`src/rtl/median_pkg.sv`:
```
// Shared types and constants for the windowed median engine.
package median_pkg;

   typedef enum logic [1:0] {
      MED_LOAD = 2'd0,
      MED_SORT = 2'd1,
      MED_OUT  = 2'd2
   } med_state_t;

   localparam int MED_N_DEFAULT = 9;
   localparam int MED_W_DEFAULT = 8;

   // Counter width able to hold values 0..n inclusive.
   function automatic int med_cnt_w(input int n);
      return $clog2(n + 1);
   endfunction

endpackage

```
`src/rtl/bitonic_sort_2.sv`:
```
// Two-input unsigned compare-exchange cell; equal inputs keep their order.
module bitonic_sort_2 #(
   parameter int WIDTH = 8
) (
   input  logic [WIDTH-1:0] i_a,
   input  logic [WIDTH-1:0] i_b,
   output logic [WIDTH-1:0] o_lo,
   output logic [WIDTH-1:0] o_hi
);

   logic keep;

   assign keep = (i_a <= i_b);
   assign o_lo = keep ? i_a : i_b;
   assign o_hi = keep ? i_b : i_a;

endmodule

```
`src/rtl/median_oets_stage.sv`:
```
// One odd-even transposition phase over the whole window, purely combinational.
module median_oets_stage
   import median_pkg::*;
#(
   parameter int WIDTH = MED_W_DEFAULT,
   parameter int N     = MED_N_DEFAULT
) (
   input  logic [N-1:0][WIDTH-1:0] array_in,
   input  logic                    phase_odd,
   output logic [N-1:0][WIDTH-1:0] array_out
);

   localparam int PAIRS = (N - 1) / 2;

   logic [PAIRS-1:0][WIDTH-1:0] cell_a;
   logic [PAIRS-1:0][WIDTH-1:0] cell_b;
   logic [PAIRS-1:0][WIDTH-1:0] cell_lo;
   logic [PAIRS-1:0][WIDTH-1:0] cell_hi;

   // Each cell serves pair (2k,2k+1) on even phases and (2k+1,2k+2) on odd phases.
   for (genvar k = 0; k < PAIRS; k++) begin : g_cell
      assign cell_a[k] = phase_odd ? array_in[2*k+1] : array_in[2*k];
      assign cell_b[k] = phase_odd ? array_in[2*k+2] : array_in[2*k+1];

      bitonic_sort_2 #(.WIDTH(WIDTH)) u_cell (
         .i_a  (cell_a[k]),
         .i_b  (cell_b[k]),
         .o_lo (cell_lo[k]),
         .o_hi (cell_hi[k])
      );
   end

   for (genvar i = 0; i < N; i++) begin : g_out
      logic [WIDTH-1:0] even_v;
      logic [WIDTH-1:0] odd_v;

      if (i == N - 1) begin : g_even_pass
         assign even_v = array_in[i];
      end else if ((i % 2) == 0) begin : g_even_lo
         assign even_v = cell_lo[i/2];
      end else begin : g_even_hi
         assign even_v = cell_hi[i/2];
      end

      if (i == 0) begin : g_odd_pass
         assign odd_v = array_in[i];
      end else if ((i % 2) == 1) begin : g_odd_lo
         assign odd_v = cell_lo[(i-1)/2];
      end else begin : g_odd_hi
         assign odd_v = cell_hi[(i-2)/2];
      end

      assign array_out[i] = phase_odd ? odd_v : even_v;
   end

endmodule

```
`src/rtl/median_window_sorter.sv`:
```
// Serial-in window sorter: load N samples, run N transposition phases, present median/min/max.
// Handshakes: a transfer happens on a rising edge where valid and ready are both high.
module median_window_sorter
   import median_pkg::*;
#(
   parameter int WIDTH = MED_W_DEFAULT,
   parameter int N     = MED_N_DEFAULT
) (
   input  logic             i_clk,
   input  logic             i_rst,
   input  logic             i_valid,
   output logic             o_ready,
   input  logic [WIDTH-1:0] i_sample,
   output logic             o_valid,
   input  logic             i_ready,
   output logic [WIDTH-1:0] o_median,
   output logic [WIDTH-1:0] o_min,
   output logic [WIDTH-1:0] o_max,
   output logic             o_busy
);

   localparam int CNT_W = med_cnt_w(N);
   localparam int MID   = (N - 1) / 2;

   if ((N % 2) == 0 || N < 3 || N > 15) begin : g_bad_n
      $error("median_window_sorter: N must be odd and within 3..15");
   end

   med_state_t                state_q, state_d;
   logic [CNT_W-1:0]          cnt_q, cnt_d;
   logic [CNT_W-1:0]          phase_q, phase_d;
   logic [N-1:0][WIDTH-1:0]   arr_q, arr_d;
   logic [N-1:0][WIDTH-1:0]   sorted;
   logic                      accept;

   median_oets_stage #(.WIDTH(WIDTH), .N(N)) u_stage (
      .array_in  (arr_q),
      .phase_odd (phase_q[0]),
      .array_out (sorted)
   );

   assign accept = (state_q == MED_LOAD) && i_valid;

   // Per-slot next value: sort result while sorting, otherwise the addressed load slot.
   for (genvar i = 0; i < N; i++) begin : g_arr
      assign arr_d[i] = (state_q == MED_SORT)                  ? sorted[i] :
                        (accept && (cnt_q == CNT_W'(i)))       ? i_sample  :
                                                                 arr_q[i];
   end

   always_comb begin
      state_d = state_q;
      cnt_d   = cnt_q;
      phase_d = phase_q;
      case (state_q)
         MED_LOAD: begin
            if (accept) begin
               cnt_d = cnt_q + 1'b1;
               if (cnt_q == CNT_W'(N - 1)) begin
                  state_d = MED_SORT;
                  phase_d = '0;
               end
            end
         end
         MED_SORT: begin
            phase_d = phase_q + 1'b1;
            if (phase_q == CNT_W'(N - 1)) begin
               state_d = MED_OUT;
            end
         end
         MED_OUT: begin
            if (i_ready) begin
               state_d = MED_LOAD;
               cnt_d   = '0;
            end
         end
         default: begin
            state_d = MED_LOAD;
            cnt_d   = '0;
         end
      endcase
   end

   always_ff @(posedge i_clk or posedge i_rst) begin
      if (i_rst) begin
         state_q <= MED_LOAD;
         cnt_q   <= '0;
         phase_q <= '0;
         arr_q   <= '0;
      end else begin
         state_q <= state_d;
         cnt_q   <= cnt_d;
         phase_q <= phase_d;
         arr_q   <= arr_d;
      end
   end

   assign o_ready  = (state_q == MED_LOAD) && !i_rst;
   assign o_valid  = (state_q == MED_OUT);
   assign o_busy   = (state_q != MED_LOAD);
   assign o_median = arr_q[MID];
   assign o_min    = arr_q[0];
   assign o_max    = arr_q[N-1];

endmodule

```
`config.mk`:
```
export PLATFORM = sky130hd
export DESIGN_NAME = median_window_sorter
export DESIGN_NICKNAME = d
export VERILOG_FILES = /design/src/rtl/median_pkg.sv /design/src/rtl/bitonic_sort_2.sv /design/src/rtl/median_oets_stage.sv /design/src/rtl/median_window_sorter.sv
export SDC_FILE = /design/constraint.sdc
export NUM_CORES = 1
export LEC_CHECK = 0
export ABC_AREA = 1
export ABC_CLOCK_PERIOD_IN_PS = 2700
export CORE_MARGIN = 3
export CORE_UTILIZATION = 55
export CTS_CLUSTER_SIZE = 25
export DETAILED_ROUTE_END_ITERATION = 12
export GPL_ROUTABILITY_DRIVEN = 0
export GPL_TIMING_DRIVEN = 0
export PLACE_DENSITY = 0.77
export SLEW_MARGIN = 20
export SYNTH_ARGS = -nofsm -noshare
export SYNTH_HDL_FRONTEND = slang
export SYNTH_HIERARCHICAL = 1
export SYNTH_SLANG_ARGS = --single-unit
```
`constraint.sdc`:
```
create_clock -name i_clk -period 2.7 [get_ports i_clk]
set_clock_uncertainty 0.15 [all_clocks]
set_input_delay 0.405 -clock i_clk [delete_from_list [all_inputs] [get_ports i_clk]]
set_output_delay 0.405 -clock i_clk [all_outputs]
set_load 0.05 [all_outputs]
```
==> results.toml <==
[clocking]
numCtsBuffers = 9
cts_tree = "yes"
clock_sinks = 82
postCtsHoldBufs = 0
clock_latency_ns = 0.35
cts-root-buf = "clkbuf_16"
htree_levels = 3
cts_buffer_depth = 2
clkSlewWorstSetupHoldPaths_ns = 0.07

[global_routing]
grt_pass1_vias = 7852
grt_pass1_wl_um = 40200
grtUsageTotal_pct = 30.6
antenna_found_initial = 0
grt_max_degree = 45
gr-total-overflow = 0

[status]
violations = "setup timing"
outcome = "finished with violations"

[logic_synthesis]
synth_warnings = 6
synth_most_common_cell = "nand2_1"
synth.top_cells.by_count = "791 x nand2_1, 143 x nand3_1, 101 x nand2_2"
synth_cell_types = 25
synth_xor_xnor_area_share_pct = 0.213
muxShareOfSynthArea_pct = 0
synthArstFlopShare_pct = 100
syn_inst = 1375
synth-seq-cells = 82
post-synth-top-area-cell = "nand2_1"
syn_nets = 1425
synth_compound_area_share_pct = 1.28
yosysSeqAreaShare_pct = 24.9
synthSimpleGateAreaFrac_pct = 58.1
syn_area_um2 = 8230
ys_dominant_reg_cell = "dfrtp_1"
synth-edff-count = 0
avgSynthCellArea_um2 = 5.98
synth.area.top_cells = "nand2_1 36%, dfrtp_1 25%, nand3_1 8.7%"
synth_top_family_by_area = "simple AND/OR/NAND/NOR gates"
synth-adder-area-share_pct = 5.78
synth_top_area_share_pct = 36.1

[timing]
slew_headroom_pct = 58.5
rsz0062_at_grt = "true"
tns_ns = -9.54
post-route-worst-setup-slack_ns = -0.211
period_share_pct = 108
slew_violations = 0
max_freq_ghz = 0.343
setup_viol = 70
hold_viol = 0
worst_pin_slew_ns = 0.623
finalCriticalPeriod_ns = 2.91

[die]
ios = 39
rows = 44
fp.coreArea_um2 = 14600
fp.dieH_um = 128
initial_core_util_pct = 56.4
die-area_um2 = 16500
dieWidth_um = 128

[worst_setup_path]
slowest_delay_ns = 0.46
crit_path_max_fanout = 10
cp_common_cell = "nand2_1"
critPathBufInv = 4
regToRegSetupSlack_ns = -0.21
cp_top_family = "simple AND/OR/NAND/NOR gates"
cp_slowest_cell = "dfrtp_2"
critPathArrivalTime_ns = 3.05
required_ns = 2.84
worstSetupPathType = "reg -> reg"
start_kind = "flop"
worstPathCellList = "buf_8 -> buf_6 -> nand2_1 -> nand2_1 -> inv_1 -> ha_1 -> nand2_1 -> nor2_4 -> nand4_4 -> nand2_4 -> buf_12 -> nand2_2 -> nand2_2 -> nand2_1 -> nand2_1 -> nand2_1 -> nand2_1 -> nand2_1 -> nand2_1"
end_kind = "flop"

[place]
portBuffers = 38
dpl.hpwl_um = 17600
post-place-ws_ns = -0.533

[flow_run]
drv_cap = 0

[hold_path]
hold_class = "in -> async"

[routing]
drt_iter0_markers = 1048
vias_per_cell = 5.44
drt_pass1_iterations = 6
wl_um = 25000
drcViolationCount = 0
ant_nets = 0
wl_per_cell_um = 15.5
num_vias = 8818

[cells_and_area]
final_nets = 1482
layout-drive-gt1-share_pct = 17.2
syn2layout_area_growth_pct = 13.7
n_antenna_cell = 0
cell usage in the layout (no fill, tap or decap), drive strengths merged:
cell type | Yosys | layout
clkbuf | 20 | 29
nor2 | 25 | 25
o21ai | 7 | 7
nand4 | 5 | 5
clkinv | 0 | 2
bufinv | 0 | 1
nand3 | 143 | 143
buf | 64 | 72
xnor2 | 1 | 1
a21oi | 8 | 8
or2 | 1 | 1
a21o | 4 | 4
dfrtp | 82 | 82
xor2 | 1 | 1
nand2 | 912 | 912
inv | 64 | 65
clkdlybuf4s50 | 0 | 38
clkinvlp | 0 | 3
ha | 38 | 38
layer usage:
layer  vias to the layer above  track usage [%]  routed length, um
li1                       4347                -                  -
met4                         0             11.1                623
met1                      4010             44.6              11500
met2                       420             46.5              10900
met5                         -                0                  0
met3                        41             4.08               2030
repair_timing:
item,CTS,global route
pin swaps,1,3
endpoints found under the setup margin,72,72
setup buffers,1,6
gates resized for setup,35,16
worst paths after layout:
path | depth (start not counted) | from | end
setup / recovery | 19 | phase_q[0]$_DFFE_PP0P_ | arr_q[21]$_DFFE_PP0P_
hold / removal | 2 | i_rst | phase_q[1]$_DFFE_PP0P_
setup reg to reg | 19 | phase_q[0]$_DFFE_PP0P_ | arr_q[21]$_DFFE_PP0P_
hold reg to reg | 2 | cnt_q[3]$_DFFE_PP0P_ | cnt_q[3]$_DFFE_PP0P_
max in group asynchronous | 3 | i_rst | arr_q[27]$_DFFE_PP0P_
min in group i_clk | 2 | cnt_q[3]$_DFFE_PP0P_ | cnt_q[3]$_DFFE_PP0P_
cell families after synthesis:
group	after synthesis
flip-flops	82
adder cells (fa/ha/maj)	38
buffers and inverters	148
AND/OR/NAND/NOR	1086
XOR/XNOR	2
AO/OA/AOI/OAI	19
worst register-to-register path, stage by stage (launching register included):
cell     delay (ns)
dfrtp_2        0.46
buf_8          0.19
buf_6          0.17
nand2_1        0.09
nand2_1        0.14
inv_1          0.06
ha_1           0.30
nand2_1        0.11
nor2_4         0.16
nand4_4        0.18
nand2_4        0.16
buf_12         0.15
nand2_2        0.05
nand2_2        0.08
nand2_1        0.06
nand2_1        0.07
nand2_1        0.05
nand2_1        0.09
nand2_1        0.06
nand2_1        0.05
final cells by class:
cell class | instances | area [um^2]
plain buffers | 84 | 666
clock buffers | 9 | 225
clock inverters | 7 | 78.8
fillers | 1368 | 5230
inverters | 64 | 248
multi-input cells | 1145 | 5400
flip-flops and latches | 82 | 2050
well taps | 184 | 230
repair buffers | 46 | 460
through the flow:
| stage | std cells | hold WS (ns) | instance area [um^2] | util (%) |
|---|---|---|---|---|
| after global routing | 1621 | 0.406 | 9360 | 64.2 |
| final | 1621 | 0.339 | 9360 | 64.2 |
| after detailed placement | 1598 | 0.352 | 8870 | 60.8 |
| after global placement | 1597 | 0.343 | 8840 | 60.6 |
| after CTS | 1615 | 0.356 | 9280 | 63.6 |
| after floorplan | 1375 | 0.320 | 8230 | - |
sequential cells by signal, summed over array words and instances (netlist names):
register and count:
o_max 8, phase_q 4, arr_q 48, o_median 8, cnt_q 4, state_q 2
o_min 8
Power is not shown: default switching activity piles up to over one toggle a cycle in this logic, so the estimate is an artifact.
